File: src/rtl/pipe_adder_if.sv
// pipe_adder_if -- operand/result handshake bundle for pipe_adder.
// The master side presents operands and accepts results; the slave side
// (the adder) consumes operands and produces results.
interface pipe_adder_if #(
    parameter int WIDTH = 32
);
    // Operand channel
    logic             in_valid;
    logic             in_ready;
    logic [WIDTH-1:0] a;
    logic [WIDTH-1:0] b;
    logic             sub;

    // Result channel
    logic             out_valid;
    logic             out_ready;
    logic [WIDTH-1:0] sum;
    logic             cout;
    logic             ovf;
    logic             zero;

    modport master (
        output in_valid, a, b, sub, out_ready,
        input  in_ready, out_valid, sum, cout, ovf, zero
    );

    modport slave (
        input  in_valid, a, b, sub, out_ready,
        output in_ready, out_valid, sum, cout, ovf, zero
    );
endinterface

File: src/rtl/pipe_adder.sv
// pipe_adder -- pipelined ripple-by-slice adder/subtractor.
// Stage k resolves bit slice k (WIDTH/STAGES bits) using the registered carry
// of stage k-1; the not-yet-added upper operand slices travel with the data.
// The last stage register is the output register, so a result appears
// STAGES cycles after acceptance. A stalled output freezes the whole pipe.
// Optional build macro: PIPE_ADDER_SAT_EN clamps the sum on signed overflow.
module pipe_adder #(
    parameter int WIDTH  = 32,
    parameter int STAGES = 4
) (
    input logic         clk,
    input logic         rst_n,
    pipe_adder_if.slave bus
);
    localparam int SW  = WIDTH / STAGES;
    localparam int LST = STAGES - 1;
    localparam int MSB = WIDTH - 1;

    // Per-stage pipeline state; index k is the register after stage k.
    logic [STAGES-1:0] vld_q, vld_d;
    logic [STAGES-1:0] c_q, c_d;
    logic [WIDTH-1:0]  a_q  [STAGES];
    logic [WIDTH-1:0]  a_d  [STAGES];
    logic [WIDTH-1:0]  bx_q [STAGES];
    logic [WIDTH-1:0]  bx_d [STAGES];
    logic [WIDTH-1:0]  s_q  [STAGES];
    logic [WIDTH-1:0]  s_d  [STAGES];
    logic              ovf_q, ovf_d;
    logic              zero_q, zero_d;

    logic [SW:0]       part [STAGES];
    logic [WIDTH-1:0]  bx_in;
    logic [WIDTH-1:0]  raw_sum;
    logic              adv;
    logic              in_ready;
    logic              accept;

    // One slice of the carry chain: {carry_out, slice_sum}.
    function automatic logic [SW:0] slice_add(
        input logic [SW-1:0] x,
        input logic [SW-1:0] y,
        input logic          cin
    );
        return {1'b0, x} + {1'b0, y} + {{SW{1'b0}}, cin};
    endfunction

    // Signed overflow: operands agree in sign but the result does not.
    function automatic logic sum_ovf(
        input logic signed [WIDTH-1:0] x,
        input logic signed [WIDTH-1:0] y,
        input logic signed [WIDTH-1:0] r
    );
        return ((x < 0) == (y < 0)) && ((r < 0) != (x < 0));
    endfunction

`ifdef PIPE_ADDER_SAT_EN
    // Clamp to the most positive / most negative value on overflow; the
    // overflow direction follows the sign shared by both operands.
    function automatic logic signed [WIDTH-1:0] saturate(
        input logic signed [WIDTH-1:0] r,
        input logic                    ov,
        input logic                    neg
    );
        if (!ov)
            return r;
        return neg ? {1'b1, {(WIDTH-1){1'b0}}} : {1'b0, {(WIDTH-1){1'b1}}};
    endfunction
`endif

    // The pipe moves unless a valid result is being held back downstream.
    assign adv      = !(vld_q[LST] && !bus.out_ready);
    assign in_ready = rst_n && adv;
    assign accept   = bus.in_valid && in_ready;

    assign bus.in_ready  = in_ready;
    assign bus.out_valid = vld_q[LST];
    assign bus.sum       = s_q[LST];
    assign bus.cout      = c_q[LST];
    assign bus.ovf       = ovf_q;
    assign bus.zero      = zero_q;

    // Next-state for every stage: add one slice, shift the rest along.
    always_comb begin
        bx_in   = bus.sub ? ~bus.b : bus.b;
        vld_d   = '0;
        c_d     = '0;
        raw_sum = '0;

        // Stage 0: slice 0 straight from the ports, carry-in = sub.
        part[0]            = slice_add(bus.a[SW-1:0], bx_in[SW-1:0], bus.sub);
        a_d[0]             = bus.a;
        bx_d[0]            = bx_in;
        s_d[0]             = '0;
        s_d[0][SW-1:0]     = part[0][SW-1:0];
        c_d[0]             = part[0][SW];
        vld_d[0]           = accept;

        // Stages 1..STAGES-1: continue from the previous stage register.
        for (int k = 1; k < STAGES; k++) begin
            part[k]            = slice_add(a_q[k-1][k*SW +: SW],
                                           bx_q[k-1][k*SW +: SW],
                                           c_q[k-1]);
            a_d[k]             = a_q[k-1];
            bx_d[k]            = bx_q[k-1];
            s_d[k]             = s_q[k-1];
            s_d[k][k*SW +: SW] = part[k][SW-1:0];
            c_d[k]             = part[k][SW];
            vld_d[k]           = vld_q[k-1];
        end

        // Final stage: flags from the unclamped sum, then optional clamp.
        raw_sum = s_d[LST];
        ovf_d   = sum_ovf(a_d[LST], bx_d[LST], raw_sum);
`ifdef PIPE_ADDER_SAT_EN
        s_d[LST] = saturate(raw_sum, ovf_d, a_d[LST][MSB]);
`endif
        zero_d  = (s_d[LST] == '0);
    end

    // Valid bits and result flags: cleared by reset, frozen on stall.
    always_ff @(posedge clk) begin
        if (!rst_n) begin
            vld_q  <= '0;
            ovf_q  <= 1'b0;
            zero_q <= 1'b0;
        end else if (adv) begin
            vld_q  <= vld_d;
            ovf_q  <= ovf_d;
            zero_q <= zero_d;
        end
    end

    // Datapath registers: only the output stage is cleared by reset.
    always_ff @(posedge clk) begin
        if (!rst_n) begin
            s_q[LST] <= '0;
            c_q[LST] <= 1'b0;
        end else if (adv) begin
            for (int k = 0; k < STAGES; k++) begin
                a_q[k]  <= a_d[k];
                bx_q[k] <= bx_d[k];
                s_q[k]  <= s_d[k];
            end
            c_q <= c_d;
        end
    end
endmodule

File: src/flat_wrapper.sv
// flat-port wrapper written by rule: the top's interface ports become plain ports
module pipe_adder_flat 
#(
    parameter int WIDTH  = 32,
    parameter int STAGES = 4
)
  (clk, rst_n, bus_in_valid, bus_a, bus_b, bus_sub, bus_out_ready, bus_in_ready, bus_out_valid, bus_sum, bus_cout, bus_ovf, bus_zero);
  pipe_adder_if #(.WIDTH(WIDTH)) bus_i ();
  input logic clk;
  input logic rst_n;
  input wire logic [$bits(bus_i.in_valid)-1:0] bus_in_valid;
  input wire logic [$bits(bus_i.a)-1:0] bus_a;
  input wire logic [$bits(bus_i.b)-1:0] bus_b;
  input wire logic [$bits(bus_i.sub)-1:0] bus_sub;
  input wire logic [$bits(bus_i.out_ready)-1:0] bus_out_ready;
  output wire logic [$bits(bus_i.in_ready)-1:0] bus_in_ready;
  output wire logic [$bits(bus_i.out_valid)-1:0] bus_out_valid;
  output wire logic [$bits(bus_i.sum)-1:0] bus_sum;
  output wire logic [$bits(bus_i.cout)-1:0] bus_cout;
  output wire logic [$bits(bus_i.ovf)-1:0] bus_ovf;
  output wire logic [$bits(bus_i.zero)-1:0] bus_zero;
  assign bus_i.in_valid = bus_in_valid;
  assign bus_i.a = bus_a;
  assign bus_i.b = bus_b;
  assign bus_i.sub = bus_sub;
  assign bus_i.out_ready = bus_out_ready;
  assign bus_in_ready = bus_i.in_ready;
  assign bus_out_valid = bus_i.out_valid;
  assign bus_sum = bus_i.sum;
  assign bus_cout = bus_i.cout;
  assign bus_ovf = bus_i.ovf;
  assign bus_zero = bus_i.zero;
  pipe_adder #(.WIDTH(WIDTH), .STAGES(STAGES)) u_core (.clk(clk), .rst_n(rst_n), .bus(bus_i));
endmodule
File: config.mk
export PLATFORM = sky130hd
export DESIGN_NAME = pipe_adder_flat
export DESIGN_NICKNAME = d
export VERILOG_FILES = /design/src/rtl/pipe_adder_if.sv /design/src/rtl/pipe_adder.sv /design/src/flat_wrapper.sv
export SDC_FILE = /design/constraint.sdc
export NUM_CORES = 1
export LEC_CHECK = 0
export BUFFER_PORTS_ARGS = -buffer_cell sky130_fd_sc_hd__buf_2
export CORE_UTILIZATION = 40
export CTS_BUF_LIST = sky130_fd_sc_hd__clkbuf_4 sky130_fd_sc_hd__clkbuf_8
export DETAILED_ROUTE_END_ITERATION = 8
export GPL_TIMING_DRIVEN = 1
export PLACE_DENSITY = 0.61
export SLEW_MARGIN = 20
export SYNTH_ARGS = -nofsm -noshare
export SYNTH_HDL_FRONTEND = slang
export SYNTH_SLANG_ARGS = --single-unit
File: constraint.sdc
create_clock -name clk -period 6.5 [get_ports clk]
set_clock_uncertainty 0.15 [all_clocks]
set_input_delay 0.975 -clock clk [delete_from_list [all_inputs] [get_ports clk]]
set_output_delay 0.975 -clock clk [all_outputs]
set_load 0.01 [all_outputs]
==> out/results.ini <==
[synth]
synth_mux_area_share_pct=0.202
yosys.area_share.adder_pct=6.61
synth_top_cell_area_share_pct=72.5
yosys.area.top_type=edfxtp_1
ys_top_cells_by_area=edfxtp_1 (72%), xor2_1 (4.8%), ha_1 (4.7%)
synth_area_um2=7410
synth_cell_types=42
avgSynthCellArea_um2=16.6
ys_seq_area_share_pct=74.4
synth_xor_area_share_pct=6.14
yosys_warnings=0
synth_edf_count=179
synth_common_cells=edfxtp_1 (179), xor2_1 (41), ha_1 (28)
netlist_instances=448
synth_compound_area_share_pct=4.52
synth_async_sr_flop_share_pct=0
synth_top_family_by_area=adder cells
ys_ff_latch=186
ys.flop_type=edfxtp_1
synthSimpleGateAreaFrac_pct=6.41
yosysMostFrequentCell=edfxtp_1
syn-num-nets=552

[power_and_ir_drop]
finalPower_mw=2.39
p_switching_mw=0.552
p_int_mw=1.83
seqPwrFrac_pct=62.3
comb_power_share_pct=11.3
p_per_area_nw_per_um2=280
vdd_drop_max_v=0.000110
power_frac_clock_pct=26.4
swShare_pct=23.1
leakage_nw=3.44

[placed_design]
portBuffers=105
place.gp.congestion=0.885
pre_cts_ws_ps=2400
postPlaceCellArea_um2=8200
hpwl_um=8360

[clocking]
cts_resized=0
cts_tree=yes
clockRootBuffer=clkbuf_8
clock_sinks=186
cts.clk_slew.worst_paths_ps=80
cts.path.max_buffers=2
hold_buffers=0
cts_setup_buffers=0
clk_latency_ps=450
cts_made_buffers=17
h-tree-depth=4

[grt]
grt_pass1_wl_um=19200
track_usage_pct=13.2
grt_overflow=0
antenna_found_initial=0
grt_pass1_vias=3869
grt_max_degree=92

[job]
cap_violations=0

[timing]
slew_violations=0
setup_ws_ps=2500
period_share_pct=61.5
setup_viol=0
worst_pin_slew_ps=941
slew-limit-headroom_pct=37.3
rsz0062_at_grt=no
fmax_ghz=0.250
period_needed_ps=4000
hold_viol=0
tns_ps=0

[floorplanning]
die_h_um=138
rows=49
ios=106
die_w_um=138
dieArea_um2=19100
core_um2=18100
initial_core_util_pct=41.0

[setup_path]
critical_path_class=in -> out
critical_path_required_ps=5370
path_max_fanout=63
arrival_ps=2870
start_kind=input port
endpoint_kind=output port

[routing]
first_pass_iters=7
viasPerCell=4.70
vias=3783
dr.first_iter.drc_count=218
antenna_left=0
wire_per_inst_um=14.8
drc=14
routed_wl_um=11900

[layout]
fin_util_pct=47.1
stdcell_area_um2=8510
drive_above_1_share_pct=24.0
fin_nets=667
syn2layout_area_growth_pct=14.8
fillers=1541
insertedDiodeCount=0

[status]
violations=design-rule violations
status=finished with violations

[min_path]
hold_path.class=reg -> reg

[routing by layer]
layer / part of all wire (%) / GRT usage, %
met5: 0 / 0
met4: 1.8 / 6.27
met3: 5.0 / 3.33
met2: 47 / 21.1
met1: 46 / 16.8
[path summary, 6_finish.rpt]
check                                   startpoint                  to  slack [ps]  depth (start not counted)
worst min register to register  u_core.bx_q[0][22]  u_core.bx_q[1][22]         270                          0
worst max register to register     u_core.vld_q[3]   u_core.s_q[2][14]        3430                          4
worst min-delay path            u_core.bx_q[0][22]  u_core.bx_q[1][22]         270                          0
worst max-delay path                 bus_out_ready        bus_in_ready        2500                          5
[per-stage QoR]
step / instances / hold WS (ps)
floorplan: 448 / 250
finish: 805 / 270
detailed placement: 773 / 255
global placement: 773 / 252
global route: 805 / 279
CTS: 805 / 271
[power groups by stage]
stage | Combinational [mW] | Clock [mW] | Sequential [mW]
after CTS | 0.272 | 0.655 | 1.49
final | 0.269 | 0.630 | 1.49
after global placement | 0.264 | 0 | 1.51
after global routing | 0.302 | 0.702 | 1.50
after detailed placement | 0.271 | 0 | 1.52
after floorplan | 0.169 | 0 | 1.52
[flip-flops by register name (all words and copies together), names as in the netlist]
signal / flops
u_core.vld_q: 4
u_core.c_q: 4
u_core.a_q: 48
u_core.bus.ovf: 1
u_core.s_q: 80
u_core.bus.zero: 1
u_core.bx_q: 48
[critical path, stage by stage]
cell and delay [ps]:
buf_2 70, nand2b_1 600, nand2_1 420, inv_6 530, buf_2 240
[cell usage in the layout (no fill, tap or decap), drive strengths merged, types with 7 or more instances in the layout]
| master | n |
|---|---|
| ha | 28 |
| fa | 7 |
| inv | 24 |
| o21ai | 16 |
| clkinv | 11 |
| edfxtp | 179 |
| buf | 106 |
| nor2 | 18 |
| dfxtp | 7 |
| nand2 | 14 |
| and3 | 26 |
| a21oi | 15 |
| xnor2 | 11 |
| clkbuf | 20 |
| xor2 | 41 |
[final cells by class]
type                            count  area, µm²  area share, %
Tap cell                          229        287           3.37
Multi-Input combinational cell    229       1770           20.8
Inverter                           23       91.3           1.07
Sequential cell                   186       5520           64.8
Clock buffer                       20        256           3.01
Clock inverter                     12       56.3          0.661
Timing Repair Buffer              106        537           6.30
[cells by family after synthesis]
family	after synthesis
and+or+nand+nor	88
DFF	186
muxes	1
xor gates and xnor gates	52
AOI/OAI and AO/OA	53
adders and majority gates	35
buffers and inverters	33
Note: power is estimated with default switching activity, not from simulation.
